$ cat config.mk
export PLATFORM = sky130hd
export DESIGN_NAME = inst_queue
export DESIGN_NICKNAME = d
export VERILOG_FILES = /design/src/rtl/inst_queue.sv
export SDC_FILE = /design/constraint.sdc
export NUM_CORES = 1
export LEC_CHECK = 0
export BUFFER_PORTS_ARGS = -buffer_cell sky130_fd_sc_hd__buf_2
export CORE_MARGIN = 4
export CORE_UTILIZATION = 45
export CTS_CLUSTER_DIAMETER = 40
export DETAILED_ROUTE_END_ITERATION = 8
export MAX_ROUTING_LAYER = met4
export PLACE_DENSITY_LB_ADDON = 0.08
export SLEW_MARGIN = 20
export SYNTH_ARGS = -nofsm -noshare
export SYNTH_HDL_FRONTEND = slang
export SYNTH_SLANG_ARGS = --single-unit
export TNS_END_PERCENT = 5
$ cat constraint.sdc
create_clock -name clk_in -period 13.6 [get_ports clk_in]
set_clock_uncertainty 0.05 [all_clocks]
set_input_delay 4.08 -clock clk_in [delete_from_list [all_inputs] [get_ports clk_in]]
set_output_delay 4.08 -clock clk_in [all_outputs]
set_load 0.03 [all_outputs]
$ cat src/rtl/inst_queue.sv
// Instruction queue between fetcher and decoder: in-order circular buffer of PC/inst/opType/pred.
// Latency: push visible at head one cycle later (no bypass); stall raised at DEPTH-1 to absorb one in-flight push.
module inst_queue #(
    parameter int DEPTH  = 16,
    parameter int ADDR_W = 32,
    parameter int INST_W = 32,
    parameter int OP_W   = 7
) (
    input  logic                     clk_in,
    input  logic                     rst_n_in,
    input  logic                     rdy_in,
    input  logic                     clr_in,
    input  logic                     if_to_iq_ready,
    input  logic [ADDR_W-1:0]        if_to_iq_PC,
    input  logic [INST_W-1:0]        if_to_iq_inst,
    input  logic [OP_W-1:0]          if_to_iq_opType,
    input  logic                     if_to_iq_pred_br,
    output logic                     iq_to_if_stall,
    input  logic                     dc_to_iq_ready,
    output logic                     iq_to_dc_valid,
    output logic [ADDR_W-1:0]        iq_to_dc_PC,
    output logic [INST_W-1:0]        iq_to_dc_inst,
    output logic [OP_W-1:0]          iq_to_dc_opType,
    output logic                     iq_to_dc_pred_br,
    output logic [$clog2(DEPTH):0]   iq_count
);
    localparam int PTR_W = $clog2(DEPTH);
    localparam int CNT_W = PTR_W + 1;
    localparam logic [CNT_W-1:0] FULL   = CNT_W'(DEPTH);
    localparam logic [CNT_W-1:0] ALMOST = CNT_W'(DEPTH - 1);

    logic [ADDR_W-1:0] pc_mem   [DEPTH];
    logic [INST_W-1:0] inst_mem [DEPTH];
    logic [OP_W-1:0]   op_mem   [DEPTH];
    logic              br_mem   [DEPTH];

    logic [PTR_W-1:0] head_q, head_d;
    logic [PTR_W-1:0] tail_q, tail_d;
    logic [CNT_W-1:0] count_q, count_d;
    logic             overflow_err_q, overflow_err_d;

    logic push, pop, drop, wr_en;

    always_comb begin
        pop  = dc_to_iq_ready & iq_to_dc_valid;
        push = if_to_iq_ready & ((count_q < FULL) | pop);
        drop = if_to_iq_ready & (count_q >= FULL) & ~pop;

        head_d         = head_q;
        tail_d         = tail_q;
        count_d        = count_q;
        overflow_err_d = overflow_err_q;
        wr_en          = 1'b0;

        if (rdy_in) begin
            if (clr_in) begin
                // Flush wins over any simultaneous push/pop.
                head_d  = '0;
                tail_d  = '0;
                count_d = '0;
            end else begin
                wr_en = push;
                if (push) tail_d = tail_q + PTR_W'(1);
                if (pop)  head_d = head_q + PTR_W'(1);
                case ({push, pop})
                    2'b10:   count_d = count_q + CNT_W'(1);
                    2'b01:   count_d = count_q - CNT_W'(1);
                    default: count_d = count_q;
                endcase
                if (drop) overflow_err_d = 1'b1;
            end
        end
    end

    always_ff @(posedge clk_in or negedge rst_n_in) begin
        if (!rst_n_in) begin
            head_q         <= '0;
            tail_q         <= '0;
            count_q        <= '0;
            overflow_err_q <= 1'b0;
        end else begin
            head_q         <= head_d;
            tail_q         <= tail_d;
            count_q        <= count_d;
            overflow_err_q <= overflow_err_d;
        end
    end

    // Storage carries no reset; validity is tracked purely by count_q.
    always_ff @(posedge clk_in) begin
        if (wr_en) begin
            pc_mem[tail_q]   <= if_to_iq_PC;
            inst_mem[tail_q] <= if_to_iq_inst;
            op_mem[tail_q]   <= if_to_iq_opType;
            br_mem[tail_q]   <= if_to_iq_pred_br;
        end
    end

    always_comb begin
        iq_to_dc_valid   = (count_q != '0);
        iq_to_if_stall   = (count_q >= ALMOST);
        iq_count         = count_q;
        iq_to_dc_PC      = iq_to_dc_valid ? pc_mem[head_q]   : '0;
        iq_to_dc_inst    = iq_to_dc_valid ? inst_mem[head_q] : '0;
        iq_to_dc_opType  = iq_to_dc_valid ? op_mem[head_q]   : '0;
        iq_to_dc_pred_br = iq_to_dc_valid ? br_mem[head_q]   : 1'b0;
    end
endmodule

# After elaboration in Yosys (flattened, before gate mapping)
# Memory sizes are Yosys's and may differ from the RTL's.
# Index checks and enable logic that the tools add are counted.
[word_totals]
regBits = 13
mem_count = 4
word_cells = 39
out_inout_bits = 79
ram_bits = 1152
in_bits = 78
[memory_table]
columns = ["memory", "depth", "width", "read_ports", "rd_ports_with_merged_regs", "wr", "line_no", "rtl"]
rows = [
  ["inst_mem", 16, 32, 1, 0, 1, "33", "logic [INST_W-1:0] inst_mem [DEPTH];"],
  ["pc_mem", 16, 32, 1, 0, 1, "32", "logic [ADDR_W-1:0] pc_mem [DEPTH];"],
  ["op_mem", 16, 7, 1, 0, 1, "34", "logic [OP_W-1:0] op_mem [DEPTH];"],
  ["br_mem", 16, 1, 1, 0, 1, "35", "logic br_mem [DEPTH];"],
]
[classes]
n_reduce_logical = 7
mux = 14
n_eq_ne = 2
n_addsub = 4
n_lt_le_gt_ge = 2
bitwise = 3
[op_table]
columns = ["operator", "n"]
rows = [
  ["$mux W32", 2],
  ["$mux W4", 4],
  ["$pmux W5 S2", 1],
  ["$add A4 B1 Y4 const B", 2],
  ["$mux W7", 1],
  ["$reduce_and A2 Y1", 3],
  ["$add A5 B1 Y5 const B", 1],
  ["$ge A5 B4 Y1 const B", 1],
  ["$lt A5 B5 Y1 const B", 1],
  ["$mux W1", 5],
  ["$mux W5", 1],
  ["$reduce_bool A5 Y1", 1],
  ["$sub A5 B1 Y5 const B", 1],
  ["$reduce_bool A2 Y1", 2],
  ["$reduce_bool A3 Y1", 1],
  ["$and A1 B1 Y1", 2],
  ["$eq A2 B1 Y1 const B", 1],
  ["$eq A2 B2 Y1 const B", 1],
  ["$or A1 B1 Y1", 1],
]

# Longest topological paths before layout
[logic_depth]
ltp_word = 8
depth_mapped = 10
mapped_depth_nobuf = 9

# Worst setup path after synthesis
# OpenSTA, ideal clock, no wires.
[synth_timing]
path_kind = "input port to flip-flop"
startpoint = "input clr_in"
endpoint = "memory br_mem[2] (enable)"
path_buffers = 0
required_time_ps = 12959
path_stages = 4
setup_slack_ps = 3521
arrival_time_ps = 9439
setup_time_ps = 591
cell_sequence = "nand2b_1 nor2_1 nand2_1 nor3_1"
[synth_via]
elab_chain_cells = 4
[synth_lines]
columns = ["element", "line_no", "rtl"]
rows = [
  ["start: declaration", "12", "input logic clr_in,"],
  ["$mux W1", "56", "if (clr_in) begin"],
  ["$mux W1", "55", "if (rdy_in) begin"],
  ["$mux W1", "91", "if (wr_en) begin"],
  ["$mux W1 (implied by the code)", "95", "br_mem[tail_q] <= if_to_iq_pred_br;"],
  ["end: declaration", "35", ""],
]
# Every way passes these cells.

# Worst setup path in the final report
[layout_timing]
startpoint = "register head_q[1]"
endpoint = "output iq_to_dc_inst[21]"
[layout_via]
elab_chain_cells = 2
[layout_lines]
columns = ["element", "line_no", "rtl"]
rows = [
  ["start: declaration", "37", "logic [PTR_W-1:0] head_q, head_d;"],
  ["start signal: assignment", "77", "head_q <= '0;"],
  ["start signal: assignment", "82", "head_q <= head_d;"],
  ["$mem_v2 Z16 W32", "-", ""],
  ["$mux W32", "104", "iq_to_dc_inst = iq_to_dc_valid ? inst_mem[head_q] : '0;"],
  ["end: declaration", "22", "output logic [INST_W-1:0] iq_to_dc_inst,"],
]
# Every way passes these cells.

==> out/metrics.cfg <==
[logic_synthesis]
netlist_top_cells_count = edfxtp_1 (1152), mux4_2 (288), mux2i_1 (148), o22ai_1 (80), buf_4 (31)
async_reset_ff_frac = 0.01116
ys_warn_count = 0
syn_area_mm2 = 0.04453
syn-instance-count = 1884
synth_most_common_cell = edfxtp_1
synth_edf_count = 1152
synthTopCellsByArea = edfxtp_1 (78%), mux4_2 (15%), mux2i_1 (3.3%), o22ai_1 (1.1%), dfrtp_1 (0.73%)
synth_cell_types = 43
synthFlopType = edfxtp_1
ys_seq_area_frac = 0.7842
synth.largest_area_cell = edfxtp_1
syn-num-nets = 1969
ys_ff_latch = 1165
synth_top_area_frac = 0.7768
syn_avg_cell_area_um2 = 23.64

[clock_tree]
cts_resized = 0
cts_tree = built
htree_levels = 4
cts_buffer_depth = 3
clk_pin_slew_worst_paths_ns = 0.05
cts_hold_buf = 0
clock-sinks = 1165
clkLatencyLatePin_ns = 0.72
post_cts_buffers = 0
cts_made_buffers = 155
root_buffer = clkbuf_16

[detailed_routing]
vias = 20430
drt_iter0_drc = 1650
ant_nets = 0
wl_mm = 103.7
drc = 0
first_pass_iters = 5
via_per_inst = 5.721
post_drt_wl_per_cell_um = 29.03

[setup_path]
critPathLaunchType = flip-flop
r2r_slack_ns = 10.03
r2r_cells = 7
crit_path_end_kind = output pin
critPathMaxFanout = 60
r2r-end = inst_mem[15][11]
required_ns = 9.47
r2r_start = iq_count[4]
crit_arrival_ns = 4.22
critical_path_class = reg2out

[power_and_ir_drop]
total_power_mw = 10.85
power_density_mw_per_mm2 = 207.6
total_leakage_power_nw = 17.22
ir_worst_vdd_uv = 141.6

[timing]
tightest_slew_ns = 1.323
fin_crit_sh = 0.6140
period_minus_slack_ns = 8.351
final-max-slew-violation-count = 0
setup_violations = 0
fin_setup_tns_ns = 0
rsz0062_at_grt = no
max_clock_freq_mhz = 119.7
max_slew_margin = 0.1179
hold_viol = 0

[final_layout]
regArea_mm2 = 0.03493
nets = 2229
finalCoreUtilization = 0.5316
drive_above_1_share = 0.3364
area_growth_pct = 17.32
fin_cells = 3572
fillers = 7575
stdcell_area_mm2 = 0.05224
multi_input_area_mm2 = 0.009186

[worst_hold_path]
hold_depth = 2
min_to = iq_count[3]
hold_class = reg2reg
hold_path.startpoint = iq_count[3]

[floorplan]
rows = 115
initial_core_util = 0.4531
fp.dieH_um = 322.6
fp.dieArea_mm2 = 0.1041
fp.dieW_um = 322.6
core-area_mm2 = 0.09828
ios = 157

[global_routing]
grt_pass1_vias = 21950
grt_usage = 0.2098
grt_pass1_wl_mm = 151.1
antenna_found_initial = 16
grt-ovfl-total = 0
grt_start_max_net_pins = 148

[place]
gp_congestion = 0.7084
dp_cells = 3273
dp_hpwl_mm = 50.55
port_buffers = 156
post_dp_cell_area_mm2 = 0.04695

[job]
cap_violations = 0

[status]
outcome = completed

==> critical path, stage by stage, from the launching register on <==
cell and delay (ns):
dfrtp_4 0.80, buf_4 0.73, buf_4 0.79, mux4_2 0.36
mux2i_1 0.08, o22ai_1 0.31, buf_2 0.27
==> layout by cell type, fill, tap and decap left out, drive strengths merged, types with 20 or more instances in the layout <==
master and instances:
buf 202, mux4 288, mux2i 148, clkinv 36, clkinvlp 27, nor2 20, edfxtp 1152, o22ai 80
inv 29, clkbuf 189
==> registers in the layout, summed over array words and instances (netlist names) <==
name,flops
inst_mem,512
pc_mem,512
op_mem,112
br_mem,16
iq_count,5
head_q,4
tail_q,4
==> worst max path at each step <==
stage	startpoint	to	depth (start not counted)
after floorplan	clr_in	br_mem[2]	4
after global placement	head_q[1]	iq_to_dc_inst[30]	6
after detailed placement	head_q[1]	iq_to_dc_inst[30]	6
after CTS	head_q[1]	iq_to_dc_inst[30]	6
after global routing	head_q[0]	iq_to_dc_PC[2]	6
final	head_q[1]	iq_to_dc_inst[21]	6
==> power by group <==
| group | switching, mW | total (mW) | internal, mW |
|---|---|---|---|
| logic | 1.59 | 2.67 | 1.08 |
| registers | 0.0996 | 4.13 | 4.03 |
| clock network | 1.53 | 4.04 | 2.52 |
| total | 3.22 | 10.8 | 7.63 |
==> area by class of cell <==
class,instances,area share
Timing Repair Buffer,202,0.02304
Sequential cell,1165,0.6686
Antenna cell,11,0.0005269
Tap cell,1287,0.03082
Clock inverter,98,0.02074
Clock buffer,189,0.07954
Inverter,11,0.0009341
Multi-Input combinational cell,609,0.1758
==> metrics by stage <==
step                worst slack, ns  hold WS [ns]
global route                  5.028        0.6349
floorplan                     3.521        0.5087
finish                        5.249        0.6133
detailed placement            5.880        0.5909
global placement              5.881        0.5956
CTS                           5.111        0.6073
==> routing by layer <==
layer  global-route usage  routed length (um)  vias to the layer above
met4              0.06136                2154                        0
met2               0.3469               53070                      514
met3              0.03928                4977                      149
li1                     -                   -                     8677
met1               0.2681               43510                    11090
met5                    -                   0                        -
==> cell families after synthesis <==
kind of cell               share of synthesized area
AOI/OAI and AO/OA                            0.01512
xor gates and xnor gates                   0.0009834
adders and majority gates                   0.001967
buffers and inverters                        0.01236
DFF                                           0.7842
muxes                                         0.1789
and+or+nand+nor                             0.006491
Power figures use the tool's default switching activity.
